`src/rtl/lcd_nibble_writer.sv`:
```
// lcd_nibble_writer: bus-mapped HD44780 driver for 4-bit mode.
// A DATA write (byte, RS, single-nibble flag) is sent as high and then low
// nibble. Each nibble gets setup, an E pulse and a hold time. The block then
// waits out the LCD execution time. STATUS reports {overrun, busy}.
// lcd = {E, RS, D7..D4}. E comes from a flop, so it cannot glitch.
module lcd_nibble_writer #(
    parameter int SETUP_CYCLES     = 4,
    parameter int PULSE_CYCLES     = 16,
    parameter int HOLD_CYCLES      = 4,
    parameter int WAIT_CYCLES      = 2500,
    parameter int LONG_WAIT_CYCLES = 85000
) (
    input  logic        clk,
    input  logic        reset,
    input  logic        busValid,
    input  logic        busWriteEnable,
    input  logic        address,
    input  logic [31:0] dataIn,
    output logic [31:0] dataOut,
    output logic        busReady,
    output logic [5:0]  lcd,
    output logic        busy
);

    typedef enum logic [2:0] {
        ST_IDLE,
        ST_SETUP,
        ST_PULSE,
        ST_HOLD,
        ST_WAIT
    } state_t;

    // Each timed state loads "length - 1" and leaves when the count reaches zero.
    localparam logic [19:0] SETUP_LOAD = 20'(SETUP_CYCLES - 1);
    localparam logic [19:0] PULSE_LOAD = 20'(PULSE_CYCLES - 1);
    localparam logic [19:0] HOLD_LOAD  = 20'(HOLD_CYCLES - 1);
    localparam logic [19:0] WAIT_LOAD  = 20'(WAIT_CYCLES - 1);
    localparam logic [19:0] LONG_LOAD  = 20'(LONG_WAIT_CYCLES - 1);

    state_t      state_q,    state_d;
    logic [19:0] cnt_q,      cnt_d;
    logic [7:0]  byte_q,     byte_d;
    logic        rs_q,       rs_d;
    logic        single_q,   single_d;
    logic        phase_hi_q, phase_hi_d;
    logic [5:0]  lcd_q,      lcd_d;
    logic        overrun_q,  overrun_d;
    logic        ready_q,    ready_d;
    logic [31:0] dout_q,     dout_d;

    logic wr_data;
    logic rd_status;
    logic long_cmd;
    logic unused_data_bits;

    assign busy      = (state_q != ST_IDLE);
    assign lcd       = lcd_q;
    assign busReady  = ready_q;
    assign dataOut   = dout_q;
    assign wr_data   = busValid &&  busWriteEnable && !address;
    assign rd_status = busValid && !busWriteEnable &&  address;

    // Clear and home need the long execution wait. This applies only when the
    // full byte was sent as a command.
    assign long_cmd = !rs_q && !single_q && (byte_q == 8'h01 || byte_q == 8'h02);

    // Only byte, RS and mode carry meaning in a DATA write.
    assign unused_data_bits = ^dataIn[31:10];

    // Next-state logic for the bus responder and the nibble sequencer.
    always_comb begin
        // NOTE: every _d gets a default first, so no path can leave a value unassigned and infer a latch.
        state_d    = state_q;
        cnt_d      = cnt_q;
        byte_d     = byte_q;
        rs_d       = rs_q;
        single_d   = single_q;
        phase_hi_d = phase_hi_q;
        lcd_d      = lcd_q;
        overrun_d  = overrun_q;
        ready_d    = busValid;
        dout_d     = dout_q;

        // Any access updates dataOut on the edge that raises busReady. Only a
        // STATUS read returns something other than zero.
        if (busValid) begin
            dout_d = '0;
            if (rd_status) begin
                dout_d    = {30'b0, overrun_q, busy};
                overrun_d = 1'b0;
            end
        end

        // A write that arrives while busy is dropped and sets the sticky overrun flag.
        if (wr_data && busy) begin
            overrun_d = 1'b1;
        end

        unique case (state_q)
            ST_IDLE: begin
                if (wr_data) begin
                    byte_d     = dataIn[7:0];
                    rs_d       = dataIn[8];
                    single_d   = dataIn[9];
                    phase_hi_d = 1'b1;
                    lcd_d      = {1'b0, dataIn[8], dataIn[7:4]};
                    cnt_d      = SETUP_LOAD;
                    state_d    = ST_SETUP;
                end
            end
            ST_SETUP: begin
                if (cnt_q == '0) begin
                    lcd_d[5] = 1'b1;
                    cnt_d    = PULSE_LOAD;
                    state_d  = ST_PULSE;
                end else begin
                    cnt_d = cnt_q - 20'd1;
                end
            end
            ST_PULSE: begin
                if (cnt_q == '0) begin
                    lcd_d[5] = 1'b0;
                    cnt_d    = HOLD_LOAD;
                    state_d  = ST_HOLD;
                end else begin
                    cnt_d = cnt_q - 20'd1;
                end
            end
            ST_HOLD: begin
                if (cnt_q == '0) begin
                    if (phase_hi_q && !single_q) begin
                        phase_hi_d = 1'b0;
                        lcd_d[3:0] = byte_q[3:0];
                        cnt_d      = SETUP_LOAD;
                        state_d    = ST_SETUP;
                    end else begin
                        cnt_d   = long_cmd ? LONG_LOAD : WAIT_LOAD;
                        state_d = ST_WAIT;
                    end
                end else begin
                    cnt_d = cnt_q - 20'd1;
                end
            end
            ST_WAIT: begin
                if (cnt_q == '0) begin
                    state_d = ST_IDLE;
                end else begin
                    cnt_d = cnt_q - 20'd1;
                end
            end
            default: begin
                state_d = ST_IDLE;
            end
        endcase
    end

    // State registers. Reset acts at once, so E drops without waiting for a clock.
    always_ff @(posedge clk or negedge reset) begin
        if (!reset) begin
            state_q    <= ST_IDLE;
            cnt_q      <= '0;
            byte_q     <= '0;
            rs_q       <= 1'b0;
            single_q   <= 1'b0;
            phase_hi_q <= 1'b0;
            lcd_q      <= '0;
            overrun_q  <= 1'b0;
            ready_q    <= 1'b0;
            dout_q     <= '0;
        end else begin
            // NOTE: non-blocking assignments make every flop see the pre-edge values of the others.
            state_q    <= state_d;
            cnt_q      <= cnt_d;
            byte_q     <= byte_d;
            rs_q       <= rs_d;
            single_q   <= single_d;
            phase_hi_q <= phase_hi_d;
            lcd_q      <= lcd_d;
            overrun_q  <= overrun_d;
            ready_q    <= ready_d;
            dout_q     <= dout_d;
        end
    end

endmodule
```
`config.mk`:
```
export PLATFORM = sky130hd
export DESIGN_NAME = lcd_nibble_writer
export DESIGN_NICKNAME = d
export VERILOG_FILES = /design/src/rtl/lcd_nibble_writer.sv
export SDC_FILE = /design/constraint.sdc
export NUM_CORES = 1
export LEC_CHECK = 0
export CAP_MARGIN = 25
export CORE_MARGIN = 1.5
export CORE_UTILIZATION = 45
export CTS_BUF_LIST = sky130_fd_sc_hd__clkbuf_2 sky130_fd_sc_hd__clkbuf_4 sky130_fd_sc_hd__clkbuf_8
export CTS_CLUSTER_DIAMETER = 120
export DETAILED_ROUTE_END_ITERATION = 6
export GPL_ROUTABILITY_DRIVEN = 0
export GPL_TIMING_DRIVEN = 0
export PLACE_DENSITY = 0.79
export SYNTH_ARGS = -nofsm -noshare
export SYNTH_HDL_FRONTEND = slang
export SYNTH_SLANG_ARGS = --single-unit
```
`constraint.sdc`:
```
create_clock -name clk -period 2.4 [get_ports clk]
set_input_delay 0.36 -clock clk [delete_from_list [all_inputs] [get_ports clk]]
set_output_delay 0.36 -clock clk [all_outputs]
set_load 0.005 [all_outputs]
```
# After elaboration in Yosys (flattened, before gate mapping)
# Cells that the tools add are included.
# W data, S select, Z words.
[word_totals] ff_bits=73 in_bits=37 elab_cells=82
[classes] addsub=1 n_eq_ne=13 mux=30 reduce_logical=27
[ops] cell="$mux W20" count=5
[ops] cell="$pmux W20 S5" count=1
[ops] cell="$mux W17" count=2
[ops] cell="$logic_not A20 Y1" count=1
[ops] cell="$sub A20 B1 Y20 const B" count=1
[ops] cell="$mux W3" count=6
[ops] cell="$pmux W3 S5" count=1
[ops] cell="$ne A2 B2 Y1 const B" count=7
[ops] cell="$eq A8 B1 Y1 const B" count=1
[ops] cell="$eq A8 B2 Y1 const B" count=1
[ops] cell="$logic_and A1 B1 Y1" count=8
[ops] cell="$mux W1" count=8
[ops] cell="$mux W4" count=2
[ops] cell="$pmux W4 S2" count=1
[ops] cell="$reduce_and A4 Y1" count=2
[ops] cell="$eq A3 B2 Y1 const B" count=2
[ops] cell="$mux W6" count=1
[ops] cell="$reduce_bool A2 Y1" count=3
[ops] cell="$reduce_bool A3 Y1" count=2
[ops] cell="$reduce_and A5 Y1" count=1
[ops] cell="$reduce_bool A5 Y1" count=1
[ops] cell="$logic_not A1 Y1" count=4
[ops] cell="$reduce_and A2 Y1" count=2
[ops] cell="$eq A3 B1 Y1 const B" count=1
[ops] cell="other kinds (7)" count=7

# Depth between registers and ports, before layout
[depth] word_depth=7 ltp_mapped=9 ltp_nobuf=8

# Least setup slack after synthesis
# No wires, ideal clock.
[synth_timing] kind="register to register" startpoint="register cnt_q[12]" endpoint="register cnt_q[8]" setup_time_ns=0.124 t_arrival_ns=2.076 required_time_ns=2.276 path_slack_ns=0.200 stages_incl_launch_ff=7 path_buffers=1 synth_period_minus_slack_ns=2.200 cell_sequence="dfrtp_1 > or4_4 > or4_4 > nor2_4 > buf_6 > o31ai_1 > a211o_1"
[synth_via] elab_chain_len=3 elab_cells_between_ends=7
[synth_lines] item="from (decl)" line_no="41" rtl="logic [19:0] cnt_q, cnt_d;"
[synth_lines] item="from (signal assigned)" line_no="173" rtl="cnt_q <= cnt_d;"
[synth_lines] item="$logic_not A20 Y1 (*)"
[synth_lines] item="$mux W20 (tied with other cells)" line_no="130" rtl="if (cnt_q == '0) begin"
[synth_lines] item="$pmux W20 S5 or $reduce_and A3 Y1 (tied branches)"
# Every way passes the cells marked *; elsewhere a longest branch is shown, timed or not.
# A chain may end at the register's enable or synchronous reset.

# Worst setup path in the final report
# Ends and elaborated chain as after synthesis.

==> metrics <==
status=completed; Overall Global Routing Usage=between 20% and 30%; DP Worst Slack=-112 ps; Synth Instances=317; Fillers=523; CTS root buf=clkbuf_8; Reg clk slew, reported paths=90 ps; post-synthesis sequential area ratio=between 40% and 50%; vias=between 2,000 and 2,500; clock tree buffer depth=2; VDD IR max=0.612 mV; final hold viol count=0; largest net degree at the start of global routing=28; # DRC=0; Worst Min Path Start=byte_q[4]; CP top delay family=simple AND/OR/NAND/NOR gates; first-pass GRT wire length=about 11,000 µm; Netlist cell types=50; number of port buffers=24; Vias/cell=5.42; fmax=0.420 GHz; full die area=roughly 6400 µm²; initial antenna violation count=0; Slowest-stage cell, CP=or4_4; top_reg_cell synth=dfrtp_1; Iter 0 DRT Violations=263; Routed Antenna Nets=0; WL final=6420 µm; EDFF count, synth=0; worst min-delay path class=flop to flop; layout cell share with drive strength beyond 1=18.8%; hold slack final=~480 ps; Worst R2R End=cnt_q[8]; final period utilization=between 90 and 100%; Worst setup EP type=flop; TritonCTS Buffers=5; Required @ worst endpoint=between 2000 and 3000 ps; final setup violating endpoints=0; clock sinks=43; DIE HEIGHT=79.8 µm; fin nets=421; DP Wirelength=4490 µm; Crit path top cell by count=or4_4; post-synthesis average cell area=between 8 and 9 µm²; Slew headroom=63.3%; vias in the first global route=2,248; Netlist Area Pre-Place=2660 µm²; clk_lat worst skew=310 ps; max-cap viol count=0; critical path class=flop to flop; synthesis-to-finish area growth=25.1%; Max FO, Critical Path=7; wire length per cell=14.1 µm; Power Density=968 nW/µm²; CP Cell Sequence=or4_4 -> or4_4 -> nor2_4 -> buf_6 -> o31ai_1 -> a211o_1; fin crit period=around 2400 ps; num rows=27; worst reg-to-reg path cell count=6; Clock Skews=9.14 ps; Initial Utilization=47.4%; RSZ-0062 raised after global routing=true; total gr overflow=0; slew at the pin closest to its max-slew limit=551 ps; core area=5610 µm²; #FFs+latches synth=43; IO Pins=77; Max Slew Vio Count=0; cell count of the worst hold path=2; CTS tree=done; crit path DAT=~2600 ps; LEAKAGE=1.52 nW; final setup margin=~22 ps; Hold EP=byte_q[4]; critical path's largest stage delay=580 ps; synth warn=0; router iterations before antenna repair=5; DIE WIDTH=79.8 µm; CP Launch Type=flop; worst r2r src=cnt_q[12]; Antenna diodes=0; WP buf/inv=1; Post-synth ARST share=100%; # H-tree levels=2; reg2reg setup slack=20 ps
==> cells by family (layout without fill, tap and decap cells) <==
| group | count (synthesis) | after routing | synth area share (%) |
|---|---|---|---|
| AO/OA/AOI/OAI | 67 | 67 | 16.3 |
| XOR/XNOR | 10 | 10 | 3.30 |
| adder cells (fa/ha/maj) | 2 | 2 | 0.942 |
| buffers and inverters | 50 | 87 | 11.7 |
| flip-flops | 43 | 43 | 40.5 |
| other | 1 | 30 | 0.141 |
| AND/OR/NAND/NOR | 144 | 144 | 27.0 |
==> stage by stage <==
step	area [µm²]	util, %	std cells	TNS [ps]	total power [mW]
after detailed placement	3110	55.5	443	-466	2.59
final	3320	59.2	455	0	3.21
after floorplan	2770	-	346	0	2.18
after CTS	3250	57.9	451	0	3.13
after global routing	3320	59.2	455	-65.9	3.44
after global placement	3100	55.2	442	-8740	2.54
==> cells in the mapped netlist (2+ instances only) <==
| cell | number | area [µm²] |
|---|---|---|
| nand4b_1 | 2 | 17.5 |
| dfrtp_1 | 43 | 1080 |
| a22oi_1 | 6 | 45.0 |
| buf_4 | 31 | 233 |
| or2_2 | 5 | 31.3 |
| and2_1 | 2 | 12.5 |
| inv_1 | 6 | 22.5 |
| nor4_2 | 2 | 25.0 |
| a21oi_1 | 11 | 55.1 |
| nor2b_1 | 5 | 31.3 |
| o41ai_1 | 2 | 17.5 |
| nor4_1 | 5 | 31.3 |
| nand3_1 | 12 | 60.1 |
| a31oi_1 | 2 | 12.5 |
| o31ai_1 | 2 | 15.0 |
| xnor2_1 | 2 | 17.5 |
| ha_1 | 2 | 25.0 |
| nor3b_1 | 2 | 15.0 |
| or4_4 | 2 | 22.5 |
| o311ai_0 | 2 | 17.5 |
| a211o_1 | 2 | 17.5 |
| or4_1 | 4 | 30.0 |
| o21ai_0 | 20 | 100 |
| nor3_1 | 4 | 20.0 |
| o211ai_1 | 5 | 37.5 |
| nand3b_1 | 2 | 15.0 |
| a32oi_1 | 3 | 26.3 |
| or3_1 | 2 | 12.5 |
| nand2_1 | 61 | 229 |
| and3_1 | 3 | 18.8 |
| clkbuf_1 | 11 | 41.3 |
| nor2_1 | 23 | 86.3 |
| o22ai_1 | 4 | 25.0 |
| nand4_1 | 4 | 25.0 |
| xor2_1 | 8 | 70.1 |
==> flip-flops by register name (all words and copies together) (netlist names) <==
name	count
lcd	6
overrun_q	1
single_q	1
byte_q	8
cnt_q	20
busReady	1
dataOut	2
phase_hi_q	1
state_q	3
==> area by class of cell <==
type                            count  area [µm²]  share of cell area (%)
Multi-Input combinational cell    253        1450                    43.8
Sequential cell                    43        1080                    32.5
Timing Repair Buffer               31         300                    9.04
Buffer                             41         283                    8.51
Tap cell                           72        90.1                    2.71
Clock buffer                        5        68.8                    2.07
Inverter                            7        26.3                   0.791
Clock inverter                      3        20.0                   0.603
==> repair_timing <==
item	CTS	global route
hold endpoints to repair	16	0
hold buffers	1	0
resized for setup	9	12
buffers inserted	0	4
pin swaps	1	1
gates cloned	0	1
endpoints found under the setup margin	9	22
==> worst min-delay path: stages (launching register included) <==
cell	delay, ps
dfrtp_1	350
nand2_1	50
nand2_1	50
==> cells in the final DEF (no fill, tap or decap), types with 3 or more instances in the layout <==
cell type        instances
or2_2                    5
or4_1                    4
nor4_4                   3
xor2_1                   8
a32oi_1                  3
nor2_1                  21
a21oi_1                 10
clkbuf_1                 7
conb_1                  30
nand4_1                  4
a22oi_1                  6
o22ai_1                  4
nor2b_1                  5
buf_4                   35
o21ai_0                 20
nand3_1                 12
dfrtp_2                  3
o211ai_1                 5
inv_1                    6
clkdlybuf4s50_1         23
nor3_1                   4
and3_1                   3
nor4_1                   3
nand2_1                 59
clkbuf_8                 5
dfrtp_1                 40
==> per-layer routing <==
| layer | routed length (µm) | track usage, % | vias up |
|---|---|---|---|
| met5 | 0 | 0 | - |
| met4 | 140 | 6.21 | 0 |
| met3 | 424 | 4.69 | 15 |
| met2 | 3080 | 34.0 | 114 |
| met1 | 2780 | 28.2 | 1146 |
| li1 | - | - | 1190 |
==> worst max-delay path by stage <==
stage | endpoint | start | depth (start not counted) | slack [ps]
floorplan | cnt_q[8] | cnt_q[12] | 6 | 200
global placement | byte_q[3] | reset | 1 | -200
detailed placement | cnt_q[7] | busValid | 7 | -110
CTS | cnt_q[8] | cnt_q[12] | 6 | 6
global route | cnt_q[14] | state_q[1] | 6 | -30
finish | cnt_q[8] | cnt_q[12] | 6 | 20
==> where the power goes <==
part           total [mW]  internal (mW)  switching, mW
Combinational        1.44          0.657          0.778
Sequential           1.30          0.993          0.309
Clock               0.478          0.203          0.275
Total                3.21           1.85           1.36
No activity file was read; power rests on OpenSTA's default activity.
